===== config.mk =====
export PLATFORM = sky130hd
export DESIGN_NAME = dev_burst_ctrl
export DESIGN_NICKNAME = d
export VERILOG_FILES = /design/src/rtl/dev_burst_pkg.sv /design/src/rtl/xfer_watchdog.sv /design/src/rtl/dev_burst_ctrl.sv
export SDC_FILE = /design/constraint.sdc
export NUM_CORES = 1
export LEC_CHECK = 0
export ABC_AREA = 1
export CORE_ASPECT_RATIO = 1.2
export CORE_MARGIN = 1.5
export CORE_UTILIZATION = 44
export CTS_CLUSTER_DIAMETER = 30
export DETAILED_ROUTE_END_ITERATION = 6
export GPL_TIMING_DRIVEN = 0
export PLACE_DENSITY = 0.77
export SLEW_MARGIN = 25
export SYNTH_ARGS = -nofsm -noshare
export SYNTH_HDL_FRONTEND = slang
export SYNTH_SLANG_ARGS = --single-unit

===== constraint.sdc =====
create_clock -name clk -period 2.1 [get_ports clk]
set_input_delay 0.63 -clock clk [delete_from_list [all_inputs] [get_ports clk]]
set_output_delay 0.63 -clock clk [all_outputs]
set_load 0.02 [all_outputs]

===== src/rtl/dev_burst_pkg.sv =====
// Shared state encoding and transfer-direction constants for the burst sequencer.
package dev_burst_pkg;

    localparam logic [2:0] ST_IDLE  = 3'd0;
    localparam logic [2:0] ST_FETCH = 3'd1;
    localparam logic [2:0] ST_LOAD  = 3'd2;
    localparam logic [2:0] ST_ISSUE = 3'd3;
    localparam logic [2:0] ST_HOLD  = 3'd4;
    localparam logic [2:0] ST_WAIT  = 3'd5;
    localparam logic [2:0] ST_STORE = 3'd6;
    localparam logic [2:0] ST_DONE  = 3'd7;

    typedef enum logic [2:0] {
        S_IDLE  = ST_IDLE,
        S_FETCH = ST_FETCH,
        S_LOAD  = ST_LOAD,
        S_ISSUE = ST_ISSUE,
        S_HOLD  = ST_HOLD,
        S_WAIT  = ST_WAIT,
        S_STORE = ST_STORE,
        S_DONE  = ST_DONE
    } state_t;

    localparam logic MODE_READ  = 1'b0;
    localparam logic MODE_WRITE = 1'b1;

endpackage


===== src/rtl/xfer_watchdog.sv =====
// Per-beat timeout counter: counts cycles while run is high, expired flags the
// TIMEOUT_CYCLES-th such cycle. TIMEOUT_CYCLES = 0 disables it.
module xfer_watchdog #(
    parameter int TIMEOUT_CYCLES = 1024
) (
    input  logic clk,
    input  logic rst,
    input  logic clear,
    input  logic run,
    output logic expired
);

    localparam int CNT_W = (TIMEOUT_CYCLES > 0) ? $clog2(TIMEOUT_CYCLES + 1) : 1;
    localparam logic [CNT_W-1:0] LAST = CNT_W'((TIMEOUT_CYCLES > 0) ? TIMEOUT_CYCLES - 1 : 0);

    logic [CNT_W-1:0] r_count;
    logic             w_at_limit;

    assign w_at_limit = (TIMEOUT_CYCLES > 0) && run && (r_count == LAST);
    assign expired    = w_at_limit;

    // NOTE: sequential state is written with non-blocking assignments only, so
    // every flop samples the values that existed before the clock edge.
    always_ff @(posedge clk or posedge rst) begin
        if (rst) begin
            r_count <= '0;
        end else if (clear) begin
            r_count <= '0;
        end else if (run && !w_at_limit) begin
            r_count <= r_count + CNT_W'(1);
        end
    end

endmodule


===== src/rtl/dev_burst_ctrl.sv =====
// Burst sequencer: runs cmd_len single-beat transfers on the d1_* master port,
// moving data between the bus and a local single-port synchronous BRAM.
module dev_burst_ctrl
    import dev_burst_pkg::*;
#(
    parameter int ADDR_WIDTH     = 16,
    parameter int DATA_WIDTH     = 8,
    parameter int MEM_ADDR_WIDTH = 5,
    parameter int LEN_WIDTH      = 5,
    parameter int TIMEOUT_CYCLES = 1024
) (
    input  logic                      clk,
    input  logic                      rst,
    input  logic                      cmd_valid,
    output logic                      cmd_ready,
    input  logic                      cmd_mode,
    input  logic [ADDR_WIDTH-1:0]     cmd_bus_addr,
    input  logic [MEM_ADDR_WIDTH-1:0] cmd_mem_addr,
    input  logic [LEN_WIDTH-1:0]      cmd_len,
    output logic                      done,
    output logic                      err,
    output logic                      busy,
    output logic [ADDR_WIDTH-1:0]     d1_addr,
    output logic [DATA_WIDTH-1:0]     d1_wdata,
    output logic                      d1_valid,
    output logic                      d1_mode,
    input  logic                      d1_ready,
    input  logic [DATA_WIDTH-1:0]     d1_rdata,
    output logic [MEM_ADDR_WIDTH-1:0] mem_addr,
    output logic                      mem_wen,
    output logic [DATA_WIDTH-1:0]     mem_wdata,
    input  logic [DATA_WIDTH-1:0]     mem_rdata
);

    state_t                    r_state;
    state_t                    w_next;
    logic                      r_mode;
    logic [ADDR_WIDTH-1:0]     r_bus_addr;
    logic [MEM_ADDR_WIDTH-1:0] r_mem_addr;
    logic [LEN_WIDTH-1:0]      r_remaining;
    logic [DATA_WIDTH-1:0]     r_wdata;
    logic [DATA_WIDTH-1:0]     r_rdata;
    logic                      r_err;

    logic w_accept;
    logic w_advance;
    logic w_last;
    logic w_expired;
    logic w_wd_clear;
    logic w_wd_run;

    assign w_accept   = cmd_valid && cmd_ready;
    assign w_last     = (r_remaining == LEN_WIDTH'(1));
    assign w_wd_clear = (r_state == S_ISSUE);
    assign w_wd_run   = (r_state == S_WAIT);

    xfer_watchdog #(
        .TIMEOUT_CYCLES(TIMEOUT_CYCLES)
    ) u_watchdog (
        .clk    (clk),
        .rst    (rst),
        .clear  (w_wd_clear),
        .run    (w_wd_run),
        .expired(w_expired)
    );

    assign d1_addr   = r_bus_addr;
    assign d1_wdata  = r_wdata;
    assign d1_mode   = r_mode;
    assign mem_addr  = r_mem_addr;
    assign mem_wdata = r_rdata;
    assign err       = done & r_err;

    always_ff @(posedge clk or posedge rst) begin
        if (rst) begin
            r_state <= S_IDLE;
        end else begin
            r_state <= w_next;
        end
    end

    // NOTE: every signal driven here gets a default first, so no branch can
    // leave one unassigned and infer a latch.
    always_comb begin
        w_next    = r_state;
        cmd_ready = 1'b0;
        busy      = 1'b1;
        done      = 1'b0;
        d1_valid  = 1'b0;
        mem_wen   = 1'b0;
        w_advance = 1'b0;
        case (r_state)
            S_IDLE: begin
                cmd_ready = 1'b1;
                busy      = 1'b0;
                if (cmd_valid) begin
                    if (cmd_len == '0) begin
                        w_next = S_DONE;
                    end else if (cmd_mode == MODE_WRITE) begin
                        w_next = S_FETCH;
                    end else begin
                        w_next = S_ISSUE;
                    end
                end
            end
            S_FETCH: w_next = S_LOAD;
            S_LOAD:  w_next = S_ISSUE;
            S_ISSUE: begin
                d1_valid = 1'b1;
                w_next   = S_HOLD;
            end
            S_HOLD:  w_next = S_WAIT;
            S_WAIT: begin
                // A ready on the expiring cycle still completes the beat.
                if (d1_ready) begin
                    if (r_mode == MODE_READ) begin
                        w_next = S_STORE;
                    end else begin
                        w_advance = 1'b1;
                        w_next    = w_last ? S_DONE : S_FETCH;
                    end
                end else if (w_expired) begin
                    w_next = S_DONE;
                end
            end
            S_STORE: begin
                mem_wen   = 1'b1;
                w_advance = 1'b1;
                w_next    = w_last ? S_DONE : S_ISSUE;
            end
            S_DONE: begin
                done   = 1'b1;
                w_next = S_IDLE;
            end
            default: w_next = S_IDLE;
        endcase
    end

    always_ff @(posedge clk or posedge rst) begin
        if (rst) begin
            r_mode      <= MODE_READ;
            r_bus_addr  <= '0;
            r_mem_addr  <= '0;
            r_remaining <= '0;
            r_wdata     <= '0;
            r_rdata     <= '0;
            r_err       <= 1'b0;
        end else begin
            if (w_accept) begin
                r_mode      <= cmd_mode;
                r_bus_addr  <= cmd_bus_addr;
                r_mem_addr  <= cmd_mem_addr;
                r_remaining <= cmd_len;
                r_err       <= 1'b0;
            end
            if (r_state == S_LOAD) begin
                r_wdata <= mem_rdata;
            end
            if ((r_state == S_WAIT) && d1_ready && (r_mode == MODE_READ)) begin
                r_rdata <= d1_rdata;
            end
            if ((r_state == S_WAIT) && !d1_ready && w_expired) begin
                r_err <= 1'b1;
            end
            // Both address counters wrap naturally at their register width.
            if (w_advance) begin
                r_bus_addr  <= r_bus_addr + ADDR_WIDTH'(1);
                r_mem_addr  <= r_mem_addr + MEM_ADDR_WIDTH'(1);
                r_remaining <= r_remaining - LEN_WIDTH'(1);
            end
        end
    end

endmodule


==> impl_metrics.ini, run 1 <==
[yosys]
synth_compound_area_share_pct = 8.61
synth_top_area_cell = dfrtp_1
synth_top_family_by_area = simple AND/OR/NAND/NOR gates
synth.area.top_cells = dfrtp_1 (43%), nand2_1 (16%), nand3_1 (7.3%)
synth.yosys.warnings = 0
syn-num-nets = 503
synthDistinctLibCells = 29
synth_simple_gate_area_share_pct = 31.6
synth.top_cell.area_share_pct = 43.4
synthXorXnorAreaFrac_pct = 4.46
syn-cell-area_sq_mm = 0.00334
syn_inst = 451
synth-adder-area-share_pct = 1.87
ys_seq_area_share_pct = 43.4
syn_area_per_cell_sq_um = 7.41
synthMuxAreaShare_pct = 2.70
ys_ff_latch = 58

[worst_setup_path]
rr_worst_depth = 9
critical_path_buf_inv_count = 1
worst_ep_arrival_time_ns = 1.41
path_depth = 1
r2r_slack_ns = 0.28
crit_family = buffers and inverters
crit_path_start_kind = register
critPathMaxStageDelay_ns = 0.64
cp.required_ns = 1.47
crit_type = reg2out
slowest_stage = clkdlybuf4s50_1
path_max_fanout = 5
end_kind = output pin
crit_path_cell_trace = clkdlybuf4s50_1

[placement]
numPortBuffers = 90
gp_congestion = 0.901
dp_hpwl_mm = 6.69

[die]
core-area_sq_mm = 0.00732
die_area_sq_mm = 0.00813
die_h_microns = 98.5
rows = 34
start_util_pct = 45.7
num_io_pins = 91
die_w_microns = 82.6

[clocking]
cts_max_path_buffers = 2
cts_tree = yes
clk_latency_ns = 0.34
htreeDepth = 3
cts_root_buffer = clkbuf_8
clkSlewWorstSetupHoldPaths_ns = 0.06
cts_buffers = 9
cts_sinks = 58

[global_route]
grt_pass1_wl_mm = 14.9
antenna_found_initial = 0
grt_usage_pct = 24.1
first_global_vias = 3308
grt_max_degree = 40
grt_overflow = 0

[run_status]
status = finished clean

[flow_run]
maxCapViolCount = 0

[detailed_routing]
drtIter0Drc = 160
dr.pass1.iters = 4
drc = 0
avgViaCountPerCell = 5.14
wl_mm = 9.18
routedWlPerCell_microns = 14.1
ant_nets = 0
vias = 3334

[pwr]
power_frac_seq_pct = 31.2
internal_power_w = 0.00389
p_leak_nw = 2.26
power_frac_clock_pct = 19.4
p_per_area_mw_per_mm2 = 1450
netSwitchingPower_w = 0.00287
swShare_pct = 42.4
vdd_drop_max_mv = 0.905
combPwrFrac_pct = 49.4

[timing]
worst-slew-pin-transition_ns = 0.430
fmax_mhz = 490
relSlewSlack_pct = 71.1
final.setup_skew_ns = 0.0121
fin_crit_ns = 2.04
setup_viol = 0
report.final.slew_viol_count = 0
rsz0062_at_grt = false
holdWs_ns = 0.497
post-route-period-util_pct = 97.2
hold_violations = 0

[hold_path]
hold_path_depth = 1
worstHoldPathType = reg2reg

[finish]
final_layout_size_suffix_gt1_share_pct = 10.7
postLayoutCoreUtil_pct = 63.7
num-fill-cells = 636
diodes = 0
nets = 606
area_delta_synth_final_pct = 39.5
## Yosys cell counts (all sizes together)
cell type,number
dfrtp,58
o21a,1
xnor2,4
ha,5
buf,9
or2,1
nor2,45
clkbuf,1
xor2,13
a21oi,12
mux2,8
nand3b,2
nand4,6
o21bai,2
a21o,1
nand2,142
nor3,5
inv,52
o21ai,35
nand3,49
## sequential cells by signal, summed over array words and instances (netlist names), 3 cells and up
signal	cells
d1_wdata	8
mem_addr	5
mem_wdata	8
u_watchdog.r_count	11
r_state	3
r_remaining	5
d1_addr	16
## final timing paths
path,start,to
setup reg to reg,u_watchdog.r_count[0],u_watchdog.r_count[9]
hold reg to reg,r_remaining[0],r_remaining[0]
max in group asynchronous,rst,r_state[2]
setup / recovery,d1_addr[3],d1_addr[3]
min in group asynchronous,rst,mem_addr[0]
hold / removal,r_remaining[0],r_remaining[0]
## layout by cell type, fill, tap and decap left out, types with 2 or more instances in the layout
| cell | n |
|---|---|
| nand2_1 | 141 |
| clkdlybuf4s50_1 | 75 |
| dfrtp_1 | 54 |
| nand3_1 | 47 |
| inv_1 | 45 |
| nor2_1 | 43 |
| o21ai_1 | 21 |
| xor2_1 | 13 |
| o21ai_0 | 13 |
| a21oi_1 | 11 |
| clkbuf_8 | 11 |
| buf_2 | 10 |
| mux2_2 | 8 |
| dlymetal6s2s_1 | 7 |
| inv_2 | 6 |
| nand4_1 | 6 |
| ha_1 | 5 |
| nor3_1 | 4 |
| xnor2_1 | 4 |
| dfrtp_2 | 4 |
| bufinv_16 | 3 |
| dlygate4sd2_1 | 3 |
| o21bai_1 | 2 |
| buf_4 | 2 |
| nand3b_1 | 2 |
| clkinv_2 | 2 |
| clkdlybuf4s15_2 | 2 |
## stage by stage
step / instance area, sq um / cells / TNS (ns) / total power (W) / setup slack (ns)
detailed placement: 4380 / 632 / -2.16 / 0.00544 / -0.220
finish: 4660 / 649 / 0 / 0.00675 / 0.0590
global route: 4660 / 649 / 0 / 0.00723 / 0.00446
CTS: 4650 / 649 / 0 / 0.00678 / 0.00509
global placement: 4360 / 631 / -64.36 / 0.00532 / -1.08
floorplan: 3340 / 451 / 0 / 0.00404 / 0.0420
## layout make-up
| class | instances | area [sq um] | area share (%) |
|---|---|---|---|
| buffer | 10 | 51.3 | 1.10 |
| clock buffer | 11 | 151 | 3.25 |
| clock inverter | 5 | 100 | 2.15 |
| inverter | 52 | 198 | 4.24 |
| multi-input combinational | 331 | 1660 | 35.7 |
| sequential | 58 | 1460 | 31.2 |
| tap | 90 | 113 | 2.42 |
| timing repair buffer | 92 | 930 | 19.9 |
## metal layers
layer | global-route usage, % | part of all wire, % | up-vias
met4 | 9.36 | 2.7 | 0
met3 | 6.85 | 7.2 | 19
met5 | 0 | 0 | -
li1 | - | - | 1648
met1 | 29.4 | 41 | 1554
met2 | 39.6 | 49 | 113
## logic make-up (layout without fill, tap and decap cells)
group | count (synthesis) | after routing
xor gates and xnor gates | 17 | 17
adders and majority gates | 5 | 5
and+or+nand+nor | 250 | 250
AOI/OAI and AO/OA | 51 | 51
DFF | 58 | 58
muxes | 8 | 8
buffers and inverters | 62 | 170
## worst reg2reg max path: stages (launching register included)
cell and delay, ns:
dfrtp_2 0.44, ha_1 0.20, inv_1 0.06, nor2_1 0.22
nand3_1 0.11, nand2_1 0.12, nand2_1 0.15, inv_1 0.10
buf_2 0.21, o21ai_1 0.09
## power groups by stage
| stage | combinational (W) | clock [W] | sequential (W) |
|---|---|---|---|
| 3_3_place_gp | 0.00324 | 0 | 0.00208 |
| 6_report | 0.00334 | 0.00131 | 0.00211 |
| 3_5_place_dp | 0.00334 | 0 | 0.00210 |
| 4_1_cts | 0.00335 | 0.00133 | 0.00209 |
| 2_1_floorplan | 0.00159 | 0 | 0.00245 |
| 5_1_grt | 0.00368 | 0.00138 | 0.00218 |
## repair_timing
item,CTS,global route
buffers inserted,1,0
gates resized for setup,20,16
setup endpoints to repair,8,20
hold buffers,0,0
pin swaps,1,0
Note: power is estimated with default switching activity, not from simulation.
==> run 2: changes to the inputs <==
--- a/config.mk
+++ b/config.mk
@@ -14,4 +14,5 @@
 export GPL_TIMING_DRIVEN = 0
 export PLACE_DENSITY = 0.77
+export SKIP_CTS_REPAIR_TIMING = 1
 export SLEW_MARGIN = 25
 export SYNTH_ARGS = -nofsm -noshare
==> constraint.sdc (replaced) <==
create_clock -name clk -period 2.1 [get_ports clk]
set_input_delay 0.63 -clock clk [delete_from_list [all_inputs] [get_ports clk]]
set_output_delay 0.63 -clock clk [all_outputs]
set_load 0.1 [all_outputs]
==> run 2 against run 1 <==
Utilization down 2.2 points. Via count increased by 0.27%. Die area stayed put. Sequential share of layout area grew 1.0 points. Clock skew shrank 0.00097 ns. Clock-buffer cell count fell by 2. Final cell count unchanged. Critical path type unchanged. Critical endpoint is now d1_wdata[5]. Largest cell class unchanged. Highest routed layer unchanged.
==> impl_metrics.ini, run 2 (synthesized netlist as in run 1, its figures left out) <==
[run_status]
status = finished clean

[worst_setup_path]
crit_path_start_kind = register
cp.required_ns = 1.47
crit_path_cell_trace = dlymetal6s2s_1
slowest_stage = dlymetal6s2s_1
critPathMaxStageDelay_ns = 0.76
crit_type = reg2out
path_max_fanout = 2
crit_family = buffers and inverters
end_kind = output pin
critical_path_buf_inv_count = 1
worst_ep_arrival_time_ns = 1.44

[timing]
fin_ws_ns = 0.0320
worst-slew-pin-transition_ns = 0.979
final.setup_skew_ns = 0.0111
rsz0062_at_grt = true
fin_crit_ns = 2.07
report.final.slew_viol_count = 0
final.setup.tns_ns = 0
relSlewSlack_pct = 34.6
fmax_mhz = 484
setup_viol = 0
post-route-period-util_pct = 98.5
hold_violations = 0

[finish]
nets = 607
largest_reg_flops = 16
final_common_cell = nand2_1
layout_common_cells = nand2_1 (140), dfrtp_1 (56), nand3_1 (47), clkdlybuf4s50_1 (46), inv_1 (45)
num-fill-cells = 670
diodes = 0
stdcell_area_sq_mm = 0.00450
area_delta_synth_final_pct = 34.7
final_layout_size_suffix_gt1_share_pct = 16.8

[die]
rows = 34
core-area_sq_mm = 0.00732
die_h_microns = 98.5
die_w_microns = 82.6
die_area_sq_mm = 0.00813
num_io_pins = 91
start_util_pct = 45.7

[clocking]
cts_tree = yes
cts_max_path_buffers = 2
clkSlewWorstSetupHoldPaths_ns = 0.07
cts_sinks = 58
cts_buffers = 9
cts_root_buffer = clkbuf_8
clk_latency_ns = 0.33
htreeDepth = 3

[detailed_routing]
vias = 3343
drtIter0Drc = 164
avgViaCountPerCell = 5.15
dr.pass1.iters = 4
ant_nets = 0
drc = 0
wl_mm = 9.02
routedWlPerCell_microns = 13.9

[global_route]
grt_overflow = 0
grt_usage_pct = 23.1
grt_max_degree = 37
first_global_vias = 3070
antenna_found_initial = 0
grt_pass1_wl_mm = 14.4

[placement]
dp_hpwl_mm = 6.61
gp_congestion = 0.938
dpl_cell_area_sq_mm = 0.00440
numPortBuffers = 90
dpl_worst_slack_ns = -0.568

[hold_path]
worstHoldPathType = reg2reg

[flow_run]
maxCapViolCount = 0
-- run 2: cell count changes in the layout (fill, tap and decap cells not counted), sizes merged --
cell and delta:
dlymetal6s2s -1, dlygate4sd2 -3, clkbuf +31, buf +3, clkinv +1, clkdlybuf4s15 -2
bufinv -1, inv -1, clkdlybuf4s50 -29, clkinvlp +2
-- run 2: path summary, 6_finish.rpt --
| check | start | endpoint | slack (ns) | cells past startpoint |
|---|---|---|---|---|
| hold / removal | r_remaining[0] | r_remaining[0] | 0.49 | 1 |
| max in group asynchronous | rst | r_state[0] | 0.98 | 3 |
| min in group asynchronous | rst | d1_wdata[0] | 0.61 | 2 |
| setup / recovery | d1_wdata[5] | d1_wdata[5] | 0.03 | 1 |
| hold reg to reg | r_remaining[0] | r_remaining[0] | 0.49 | 1 |
| setup reg to reg | u_watchdog.r_count[0] | u_watchdog.r_count[6] | 0.16 | 10 |
-- run 2: layer usage --
layer	routed length, microns	global-route usage, %
met5	0	0
met4	87	7.82
met3	788	6.02
met2	4490	37.7
met1	3650	29.2
-- run 2: area by class of cell --
class                      instances  area [sq um]  share of cell area (%)
clock inverter                     6          82.6                    1.83
multi-input combinational        331          1670                    37.1
timing repair buffer              93           803                    17.8
tap                               90           113                    2.50
inverter                          52           204                    4.53
clock buffer                       9           124                    2.75
sequential                        58          1450                    32.3
buffer                            10          51.3                    1.14
-- run 2: stage by stage --
step | cells | util, % | hold slack [ns]
after global placement | 631 | 59.8 | 0.475
after floorplan | 451 | - | 0.445
after detailed placement | 632 | 60.2 | 0.485
after global routing | 649 | 61.5 | 0.516
final | 649 | 61.5 | 0.488
after CTS | 647 | 63.0 | 0.493
Power of run 2 is not shown: default switching activity piles up to over one toggle a cycle in this logic, so the estimate is an artifact.
==> run 3: changes to the inputs <==
SLEW_MARGIN = 20   (was 25)
==> results of run 3 <==
Final layout, timing and power as in run 2 (identical DEF).
Power of run 3 is left out for the same reason.
==> edit: new RTL, config.mk and constraints of run 3 <==
Make the reset (`rst`) synchronous in 3 clocked blocks.
--- a/src/rtl/xfer_watchdog.sv
+++ b/src/rtl/xfer_watchdog.sv
@@ -21,7 +21,7 @@
 
     // NOTE: sequential state is written with non-blocking assignments only, so
     // every flop samples the values that existed before the clock edge.
-    always_ff @(posedge clk or posedge rst) begin
+    always_ff @(posedge clk) begin
         if (rst) begin
             r_count <= '0;
         end else if (clear) begin
--- a/src/rtl/dev_burst_ctrl.sv
+++ b/src/rtl/dev_burst_ctrl.sv
@@ -71,7 +71,7 @@
     assign mem_wdata = r_rdata;
     assign err       = done & r_err;
 
-    always_ff @(posedge clk or posedge rst) begin
+    always_ff @(posedge clk) begin
         if (rst) begin
             r_state <= S_IDLE;
         end else begin
@@ -136,7 +136,7 @@
         endcase
     end
 
-    always_ff @(posedge clk or posedge rst) begin
+    always_ff @(posedge clk) begin
         if (rst) begin
             r_mode      <= MODE_READ;
             r_bus_addr  <= '0;
Formal check against the unedited RTL: differs if rst is asserted again (counterexample within 4 cycles, from zero or initial values and one cycle with rst high); with rst held inactive, the same outputs for 10 cycles.
==> edit against run 3 <==
  * Register-to-register slack gained 0.39 ns
  * Global-route usage grew 1.1 points
  * Core utilization shrank 0.68 points
  * Setup slack lost 0.00082 ns
  * Sequential cell count is the same
  * Synthesized area shrank 3.5%
  * Worst hold slack lost 0.039 ns
  * Critical path depth is the same
  * First-iteration DRC count grew 23%
  * Count of clock-buffer cells in the layout grew 1
  * Final area shrank 2.8%
  * Routed wire length shrank 0.62%
==> edit: results <==
group,metric,value,unit
pwr,leakage,2.10,nW
routing,wl,8960,µm
clocking,cts_buffers,9,
synth,seq_area_frac_synth,0.360,
synth,ys_types,38,
synth,synth_fp_nets,532,
synth,ys.flop_type,"dfxtp_1",
setup_path,crit_arrival,1.44,ns
grt,antenna_found_initial,0,
finish,largest_register_ffs,16,
sta,worst_pin_slew,1.00,ns
finish,drive_gt1_frac,0.150,
finish,layout.cells.non_filler,675,
routing,initialDrtViolationCount,202,
finish,fill_cells,666,
setup_path,path_max_fanout,2,
finish,layout.nets,632,
run_status,outcome,"completed",
placement,globalplace.congestion,0.932,
clocking,clk_pin_slew,0.06,ns
grt,grtUsageTotal,0.242,
synth,synthArstFlopShare,0,
pwr,power.density,1110,nW/µm²
sta,skew,0.0103,ns
synth,ys_warn_count,0,
clocking,clk_latency,0.35,ns
setup_path,crit_family,"buffers and inverters",
synth,ys_top_cells_by_area,"dfxtp_1, nand2_1, nor2_1",
clocking,clock_path_buffers,2,
grt,grt_max_degree,11,
grt,grt_pass1_wl,14900,µm
grt,grt_pass1_vias,3388,
placement,place_inst,659,
min_path,hp-class,"reg -> reg",
synth,netlist_top_cells_count,"nand2_1, nor2_1, dfxtp_1",
clocking,ctsRootBufferMaster,"clkbuf_8",
setup_path,crit_slowest_cell,"dlymetal6s2s_1",
synth,postSynthAreaPerCell,6.72,µm²
placement,post_dp_cell_area,4260,µm²
setup_path,slowest_delay,0.75,ns
placement,numPortBuffers,89,
placement,dp_slack,-0.478,ns
routing,vias_per_cell,5.04,
pwr,vdd_ir_drop_max,0.000988,V
placement,hpwl,6510,µm
## edit: cell types whose count changed after synthesis, sizes merged, moves of 8 or more
| cell | before | now |
|---|---|---|
| mux2 | 8 | 0 |
| nor2 | 45 | 65 |
| a21oi | 12 | 34 |
| dfrtp | 58 | 0 |
| a31oi | 0 | 8 |
| nand3 | 49 | 32 |
| dfxtp | 0 | 58 |
## edit: kinds of logic after synthesis
family / count (synthesis) / share of synthesized area
buffers and inverters: 71 / 0.108
and+or+nand+nor: 256 / 0.349
adders and majority gates: 5 / 0.0194
DFF: 58 / 0.360
xor gates and xnor gates: 12 / 0.0326
AOI/OAI and AO/OA: 78 / 0.131
## edit: worst paths after layout
kind,from,end,slack (ns),cells past startpoint
setup / recovery,mem_wdata[2],mem_wdata[2],0.03,1
hold reg to reg,d1_wdata[3],d1_wdata[3],0.45,2
setup reg to reg,r_state[1],mem_wdata[7],0.55,8
hold / removal,d1_wdata[3],d1_wdata[3],0.45,2
## edit: cell type report
cell class,instances,area share
Inverter,56,0.0495
Sequential cell,58,0.267
Buffer,15,0.0317
Timing Repair Buffer,89,0.188
Clock buffer,10,0.0292
Tap cell,90,0.0257
Clock inverter,6,0.0132
Multi-Input combinational cell,351,0.396
## edit: routing by layer
| layer | routed length [µm] | vias to the layer above | GRT usage | part of all wire |
|---|---|---|---|---|
| met4 | 148 | 0 | 0.102 | 0.017 |
| met5 | 0 | - | 0 | 0 |
| met2 | 4500 | 114 | 0.417 | 0.50 |
| li1 | - | 1726 | - | - |
| met3 | 586 | 15 | 0.0491 | 0.065 |
| met1 | 3730 | 1545 | 0.283 | 0.42 |
## edit: power by group
group | total [W] | switching [W] | internal [W]
Sequential | 0.00146 | 0.000177 | 0.00128
Combinational | 0.00239 | 0.00181 | 0.000583
Clock | 0.00101 | 0.000468 | 0.000539
